$ cat src/rtl/inst_axi_bridge_if.sv
// Fetch-side SRAM-like request/response signals and the AXI3 AR/R channels.
// The bridge uses the master modport; the fetch stage / memory environment uses slave.
interface inst_axi_bridge_if;
  logic        inst_sram_req;
  logic        inst_sram_wr;
  logic [1:0]  inst_sram_size;
  logic [31:0] inst_sram_addr;
  logic        inst_sram_addr_ok;
  logic        inst_sram_data_ok;
  logic [31:0] inst_sram_rdata;

  logic [3:0]  arid;
  logic [31:0] araddr;
  logic [7:0]  arlen;
  logic [2:0]  arsize;
  logic [1:0]  arburst;
  logic [1:0]  arlock;
  logic [3:0]  arcache;
  logic [2:0]  arprot;
  logic        arvalid;
  logic        arready;

  logic [3:0]  rid;
  logic [31:0] rdata;
  logic [1:0]  rresp;
  logic        rlast;
  logic        rvalid;
  logic        rready;

  modport master (
    input  inst_sram_req, inst_sram_wr, inst_sram_size, inst_sram_addr,
    output inst_sram_addr_ok, inst_sram_data_ok, inst_sram_rdata,
    output arid, araddr, arlen, arsize, arburst, arlock, arcache, arprot, arvalid,
    input  arready,
    input  rid, rdata, rresp, rlast, rvalid,
    output rready
  );

  modport slave (
    output inst_sram_req, inst_sram_wr, inst_sram_size, inst_sram_addr,
    input  inst_sram_addr_ok, inst_sram_data_ok, inst_sram_rdata,
    input  arid, araddr, arlen, arsize, arburst, arlock, arcache, arprot, arvalid,
    output arready,
    output rid, rdata, rresp, rlast, rvalid,
    input  rready
  );
endinterface

$ cat src/rtl/inst_axi_bridge.sv
// Read-only bridge from the fetch stage's SRAM-like interface to AXI3 AR/R,
// with up to MAX_OUTSTANDING in-order reads in flight.
module inst_axi_bridge #(
  parameter int unsigned MAX_OUTSTANDING = 4,
  parameter logic [3:0]  INST_ARID       = 4'd0
) (
  input logic               clk,
  input logic               reset,
  inst_axi_bridge_if.master bus
);

  typedef enum logic {
    AR_IDLE,
    AR_BUSY
  } ar_state_t;

  ar_state_t   state;
  ar_state_t   state_next;
  logic        arvalid_c;
  logic        addr_ok;
  logic        r_hs;
  logic [3:0]  cnt;
  logic [31:0] araddr_q;
  logic [2:0]  arsize_q;
  logic        data_ok_q;
  logic [31:0] rdata_q;
  logic        unused_ok;

  // One AR in flight at a time; no accept during the AR handshake cycle.
  assign addr_ok = bus.inst_sram_req & ~bus.inst_sram_wr & (state == AR_IDLE)
                 & (cnt < 4'(MAX_OUTSTANDING)) & ~reset;
  assign r_hs    = bus.rvalid & bus.rready & bus.rlast;

  always_comb begin
    state_next = state;
    arvalid_c  = 1'b0;
    case (state)
      AR_IDLE: if (addr_ok) state_next = AR_BUSY;
      AR_BUSY: begin
        arvalid_c = 1'b1;
        if (bus.arready) state_next = AR_IDLE;
      end
      default: state_next = AR_IDLE;
    endcase
  end

  always_ff @(posedge clk) begin
    if (reset) begin
      state     <= AR_IDLE;
      araddr_q  <= '0;
      arsize_q  <= '0;
      data_ok_q <= 1'b0;
      rdata_q   <= '0;
      cnt       <= '0;
    end else begin
      state     <= state_next;
      data_ok_q <= r_hs;
      if (addr_ok) begin
        araddr_q <= bus.inst_sram_addr;
        arsize_q <= {1'b0, bus.inst_sram_size};
      end
      if (r_hs) rdata_q <= bus.rdata;
      case ({addr_ok, data_ok_q})
        2'b10:   cnt <= cnt + 4'd1;
        2'b01:   cnt <= cnt - 4'd1;
        default: cnt <= cnt;
      endcase
    end
  end

  assign bus.inst_sram_addr_ok = addr_ok;
  assign bus.inst_sram_data_ok = data_ok_q;
  assign bus.inst_sram_rdata   = rdata_q;

  assign bus.arid    = INST_ARID;
  assign bus.araddr  = araddr_q;
  assign bus.arlen   = '0;
  assign bus.arsize  = arsize_q;
  assign bus.arburst = 2'b01;
  assign bus.arlock  = '0;
  assign bus.arcache = '0;
  assign bus.arprot  = '0;
  assign bus.arvalid = arvalid_c;
  assign bus.rready  = ~reset;

  assign unused_ok = ^{bus.rid, bus.rresp};

endmodule

$ cat src/flat_wrapper.sv
// flat-port wrapper written by rule: the top's interface ports become plain ports
module inst_axi_bridge_flat 
#(
  parameter int unsigned MAX_OUTSTANDING = 4,
  parameter logic [3:0]  INST_ARID       = 4'd0
)
  (clk, reset, bus_inst_sram_req, bus_inst_sram_wr, bus_inst_sram_size, bus_inst_sram_addr, bus_inst_sram_addr_ok, bus_inst_sram_data_ok, bus_inst_sram_rdata, bus_arid, bus_araddr, bus_arlen, bus_arsize, bus_arburst, bus_arlock, bus_arcache, bus_arprot, bus_arvalid, bus_arready, bus_rid, bus_rdata, bus_rresp, bus_rlast, bus_rvalid, bus_rready);
  inst_axi_bridge_if bus_i ();
  input logic clk;
  input logic reset;
  input wire logic [$bits(bus_i.inst_sram_req)-1:0] bus_inst_sram_req;
  input wire logic [$bits(bus_i.inst_sram_wr)-1:0] bus_inst_sram_wr;
  input wire logic [$bits(bus_i.inst_sram_size)-1:0] bus_inst_sram_size;
  input wire logic [$bits(bus_i.inst_sram_addr)-1:0] bus_inst_sram_addr;
  output wire logic [$bits(bus_i.inst_sram_addr_ok)-1:0] bus_inst_sram_addr_ok;
  output wire logic [$bits(bus_i.inst_sram_data_ok)-1:0] bus_inst_sram_data_ok;
  output wire logic [$bits(bus_i.inst_sram_rdata)-1:0] bus_inst_sram_rdata;
  output wire logic [$bits(bus_i.arid)-1:0] bus_arid;
  output wire logic [$bits(bus_i.araddr)-1:0] bus_araddr;
  output wire logic [$bits(bus_i.arlen)-1:0] bus_arlen;
  output wire logic [$bits(bus_i.arsize)-1:0] bus_arsize;
  output wire logic [$bits(bus_i.arburst)-1:0] bus_arburst;
  output wire logic [$bits(bus_i.arlock)-1:0] bus_arlock;
  output wire logic [$bits(bus_i.arcache)-1:0] bus_arcache;
  output wire logic [$bits(bus_i.arprot)-1:0] bus_arprot;
  output wire logic [$bits(bus_i.arvalid)-1:0] bus_arvalid;
  input wire logic [$bits(bus_i.arready)-1:0] bus_arready;
  input wire logic [$bits(bus_i.rid)-1:0] bus_rid;
  input wire logic [$bits(bus_i.rdata)-1:0] bus_rdata;
  input wire logic [$bits(bus_i.rresp)-1:0] bus_rresp;
  input wire logic [$bits(bus_i.rlast)-1:0] bus_rlast;
  input wire logic [$bits(bus_i.rvalid)-1:0] bus_rvalid;
  output wire logic [$bits(bus_i.rready)-1:0] bus_rready;
  assign bus_i.inst_sram_req = bus_inst_sram_req;
  assign bus_i.inst_sram_wr = bus_inst_sram_wr;
  assign bus_i.inst_sram_size = bus_inst_sram_size;
  assign bus_i.inst_sram_addr = bus_inst_sram_addr;
  assign bus_inst_sram_addr_ok = bus_i.inst_sram_addr_ok;
  assign bus_inst_sram_data_ok = bus_i.inst_sram_data_ok;
  assign bus_inst_sram_rdata = bus_i.inst_sram_rdata;
  assign bus_arid = bus_i.arid;
  assign bus_araddr = bus_i.araddr;
  assign bus_arlen = bus_i.arlen;
  assign bus_arsize = bus_i.arsize;
  assign bus_arburst = bus_i.arburst;
  assign bus_arlock = bus_i.arlock;
  assign bus_arcache = bus_i.arcache;
  assign bus_arprot = bus_i.arprot;
  assign bus_arvalid = bus_i.arvalid;
  assign bus_i.arready = bus_arready;
  assign bus_i.rid = bus_rid;
  assign bus_i.rdata = bus_rdata;
  assign bus_i.rresp = bus_rresp;
  assign bus_i.rlast = bus_rlast;
  assign bus_i.rvalid = bus_rvalid;
  assign bus_rready = bus_i.rready;
  inst_axi_bridge #(.MAX_OUTSTANDING(MAX_OUTSTANDING), .INST_ARID(INST_ARID)) u_core (.clk(clk), .reset(reset), .bus(bus_i));
endmodule
$ cat config.mk
export PLATFORM = sky130hd
export DESIGN_NAME = inst_axi_bridge_flat
export DESIGN_NICKNAME = d
export VERILOG_FILES = /design/src/rtl/inst_axi_bridge_if.sv /design/src/rtl/inst_axi_bridge.sv /design/src/flat_wrapper.sv
export SDC_FILE = /design/constraint.sdc
export NUM_CORES = 1
export LEC_CHECK = 0
export BUFFER_PORTS_ARGS = -buffer_cell sky130_fd_sc_hd__clkbuf_2
export CAP_MARGIN = 20
export CORE_AREA = 4 4 84 86
export DETAILED_ROUTE_END_ITERATION = 8
export DIE_AREA = 0 0 88 90
export PLACE_DENSITY = 0.89
export SETUP_SLACK_MARGIN = 0.05
export SLEW_MARGIN = 30
export SYNTH_ARGS = -nofsm -noshare
export SYNTH_HDL_FRONTEND = slang
export SYNTH_SLANG_ARGS = --single-unit
export TNS_END_PERCENT = 1
$ cat constraint.sdc
create_clock -name clk -period 6.45 [get_ports clk]
set_input_delay 0.645 -clock clk [delete_from_list [all_inputs] [get_ports clk]]
set_output_delay 0.645 -clock clk [all_outputs]
set_load 0.01 [all_outputs]
==> impl_metrics.toml <==
[power_and_ir_drop]
leakage_uw = 0.00172
max-vdd-ir-drop_mv = 0.157
power_per_cell_area_nw_per_um2 = 261

[grt]
grt_pass1_vias = 2361
grt_overflow = 0
antenna_found_initial = 0
grt.total_usage = 0.162
grt_pass1_wl_mm = 10.3
grt_max_degree = 76

[place]
gp_congestion = 0.726
post-dp-hpwl_mm = 4.86
portBuffers = 142
dp.cells = 546

[cts]
cts_hold_buffers = 0
htree_levels = 3
ctsResizeCount = 0
cts_tree = "yes"
clk_pin_slew_ns = 0.07
numCtsBuffers = 9
cts_setup_buffers = 0
cts_root_buf = "clkbuf_8"
cts_sinks = 72
clk_latency_ns = 0.34
cts.path.max_buffers = 2

[sta]
skew_ns = 0.00855
max_freq_ghz = 0.328
relSlewSlack = 0.506
fin_crit_sh = 0.472
fin_setup_tns_ns = 0
worstMarginPinSlew_ns = 0.742
hold_viol = 0
setup_viol = 0
drv_slew = 0
grt_setup_unrepaired = "false"
period_minus_slack_ns = 3.05

[worst_hold_path]
hp-class = "reg -> reg"
hp-start = "u_core.bus.inst_sram_rdata[12]$_SDFFE_PP0P_"
hold_depth = 2
hold_end = "u_core.bus.inst_sram_rdata[12]$_SDFFE_PP0P_"

[floorplanning]
die_w_um = 88
die_area_um2 = 7920
fp.dieH_um = 90
rows = 29
start_util = 0.447
core_area_um2 = 6280
io_pins = 173

[routing]
dr.pass1.iters = 4
routed_via_density = 4.60
ant_nets = 0
drt_iter0_drc = 68
drc_errors = 0
vias = 2584
post_drt_wl_per_cell_um = 11.8
wl_mm = 6.64

[synthesis]
synth_cell_types = 24
synthDominantCellAreaShare = 0.514
async_flop_share = 0
synthTopCellsByCount = "nand2_1, dfxtp_1, a21oi_1, buf_4, clkbuf_1"
synth_area_leader_cell = "dfxtp_1"
synth_warnings = 0
synth-edff-count = 0
synth_ff_type = "dfxtp_1"
syn_area_um2 = 2810
synthTopCellsByArea = "dfxtp_1, nand2_1, a21oi_1"
ys_ff_latch = 72
post-synth-top-count-cell = "nand2_1"
syn_avg_cell_area_um2 = 8.04
seq_area_frac_synth = 0.514
synth_cells = 349

[job]
max_cap_violations = 0

[setup_path]
cp.arrival_ns = 3.27
r2r_slack_ns = 3.79
rr_worst_depth = 6
cp.required_ns = 6.67
r2r_start = "u_core.cnt[2]$_SDFFE_PP0P_"
worst-setup-path-type = "in -> reg"
start_kind = "input pin"
r2r_end = "u_core.cnt[3]$_SDFFE_PP0P_"
crit_fanout = 75
end_kind = "flop"

[cells_and_area]
insertedDiodeCount = 0
syn_to_final_growth_pct = 29.8
drive_gt1_frac = 0.340
nets = 562
stdcell_count = 562

[status]
outcome = "completed"
[stage by stage]
step | cell area, um^2 | setup WS [ns] | hold WS, ns | power [uW] | util
6_report | 3640 | 3.40 | 0.455 | 950 | 0.580
3_5_place_dp | 3420 | 3.05 | 0.446 | 590 | 0.545
4_1_cts | 3640 | 3.40 | 0.456 | 964 | 0.580
2_1_floorplan | 2890 | 3.87 | 0.481 | 554 | -
3_3_place_gp | 3420 | 3.08 | 0.441 | 586 | 0.545
5_1_grt | 3640 | 3.23 | 0.473 | 994 | 0.580
[per-layer routing]
metal | up-vias | part of all wire | GRT usage
li1 | 1334 | - | -
met1 | 1117 | 0.38 | 0.163
met2 | 117 | 0.48 | 0.287
met3 | 16 | 0.12 | 0.0658
met4 | 0 | 0.023 | 0.0716
met5 | - | 0 | 0
[critical path: stages]
cell and delay (ns):
clkbuf_2 0.08, buf_4 0.34, nor4_4 0.34, nand3b_4 0.40, ha_1 0.53, or3_1 0.41
o32ai_1 0.16, mux2_2 0.36
[placed cells by master, fill, tap and decap left out, types with 2 or more instances in the layout]
master    instances
nor2_1            4
clkbuf_8         12
dfxtp_1          72
clkinv_4          2
xor2_1            3
a21oi_1          70
conb_1           24
clkbuf_2        142
or3_1             2
ha_1              3
nand2_1         132
nor2b_1           4
[how the worst max path moves through the flow]
stage | from | endpoint | slack (ns)
final | reset | u_core.cnt[3]$_SDFFE_PP0P_ | 3.40
after global placement | reset | u_core.cnt[3]$_SDFFE_PP0P_ | 3.08
after global routing | reset | u_core.cnt[3]$_SDFFE_PP0P_ | 3.23
after CTS | reset | u_core.cnt[3]$_SDFFE_PP0P_ | 3.40
after detailed placement | reset | u_core.cnt[3]$_SDFFE_PP0P_ | 3.05
after floorplan | reset | u_core.cnt[3]$_SDFFE_PP0P_ | 3.87
[registers in the layout, indices dropped and copies added, names as in the netlist]
| name | count |
|---|---|
| u_core.bus.arsize | 2 |
| u_core.bus.inst_sram_data_ok | 1 |
| u_core.cnt | 4 |
| u_core.bus.araddr | 32 |
| u_core.bus.inst_sram_rdata | 32 |
| u_core.state | 1 |
[where the power goes]
group          switching (uW)  total, uW  internal, uW  leakage (uW)
logic                    61.8        105          43.5       0.00102
clock network             160        371           210      0.000109
registers                10.5        474           463      0.000587
total                     233        950           717       0.00172
[layout make-up]
class	instances	area, um^2
Timing Repair Buffer	143	718
Clock inverter	4	51.3
Inverter	2	12.5
Clock buffer	12	165
Tap cell	77	96.3
Multi-Input combinational cell	252	1150
Fill cell	612	2640
Sequential cell	72	1440
[cell families (layout without fill, tap and decap cells)]
logic type / Yosys count / count (layout) / share of synthesized area
AOI/OAI and AO/OA: 73 / 73 / 0.132
xor gates and xnor gates: 3 / 3 / 0.00937
adders and majority gates: 3 / 3 / 0.0134
buffers and inverters: 47 / 161 / 0.105
DFF: 72 / 72 / 0.514
muxes: 2 / 2 / 0.00758
other: 2 / 24 / 0.00268
and+or+nand+nor: 147 / 147 / 0.216
Note: power is estimated with default switching activity, not from simulation.
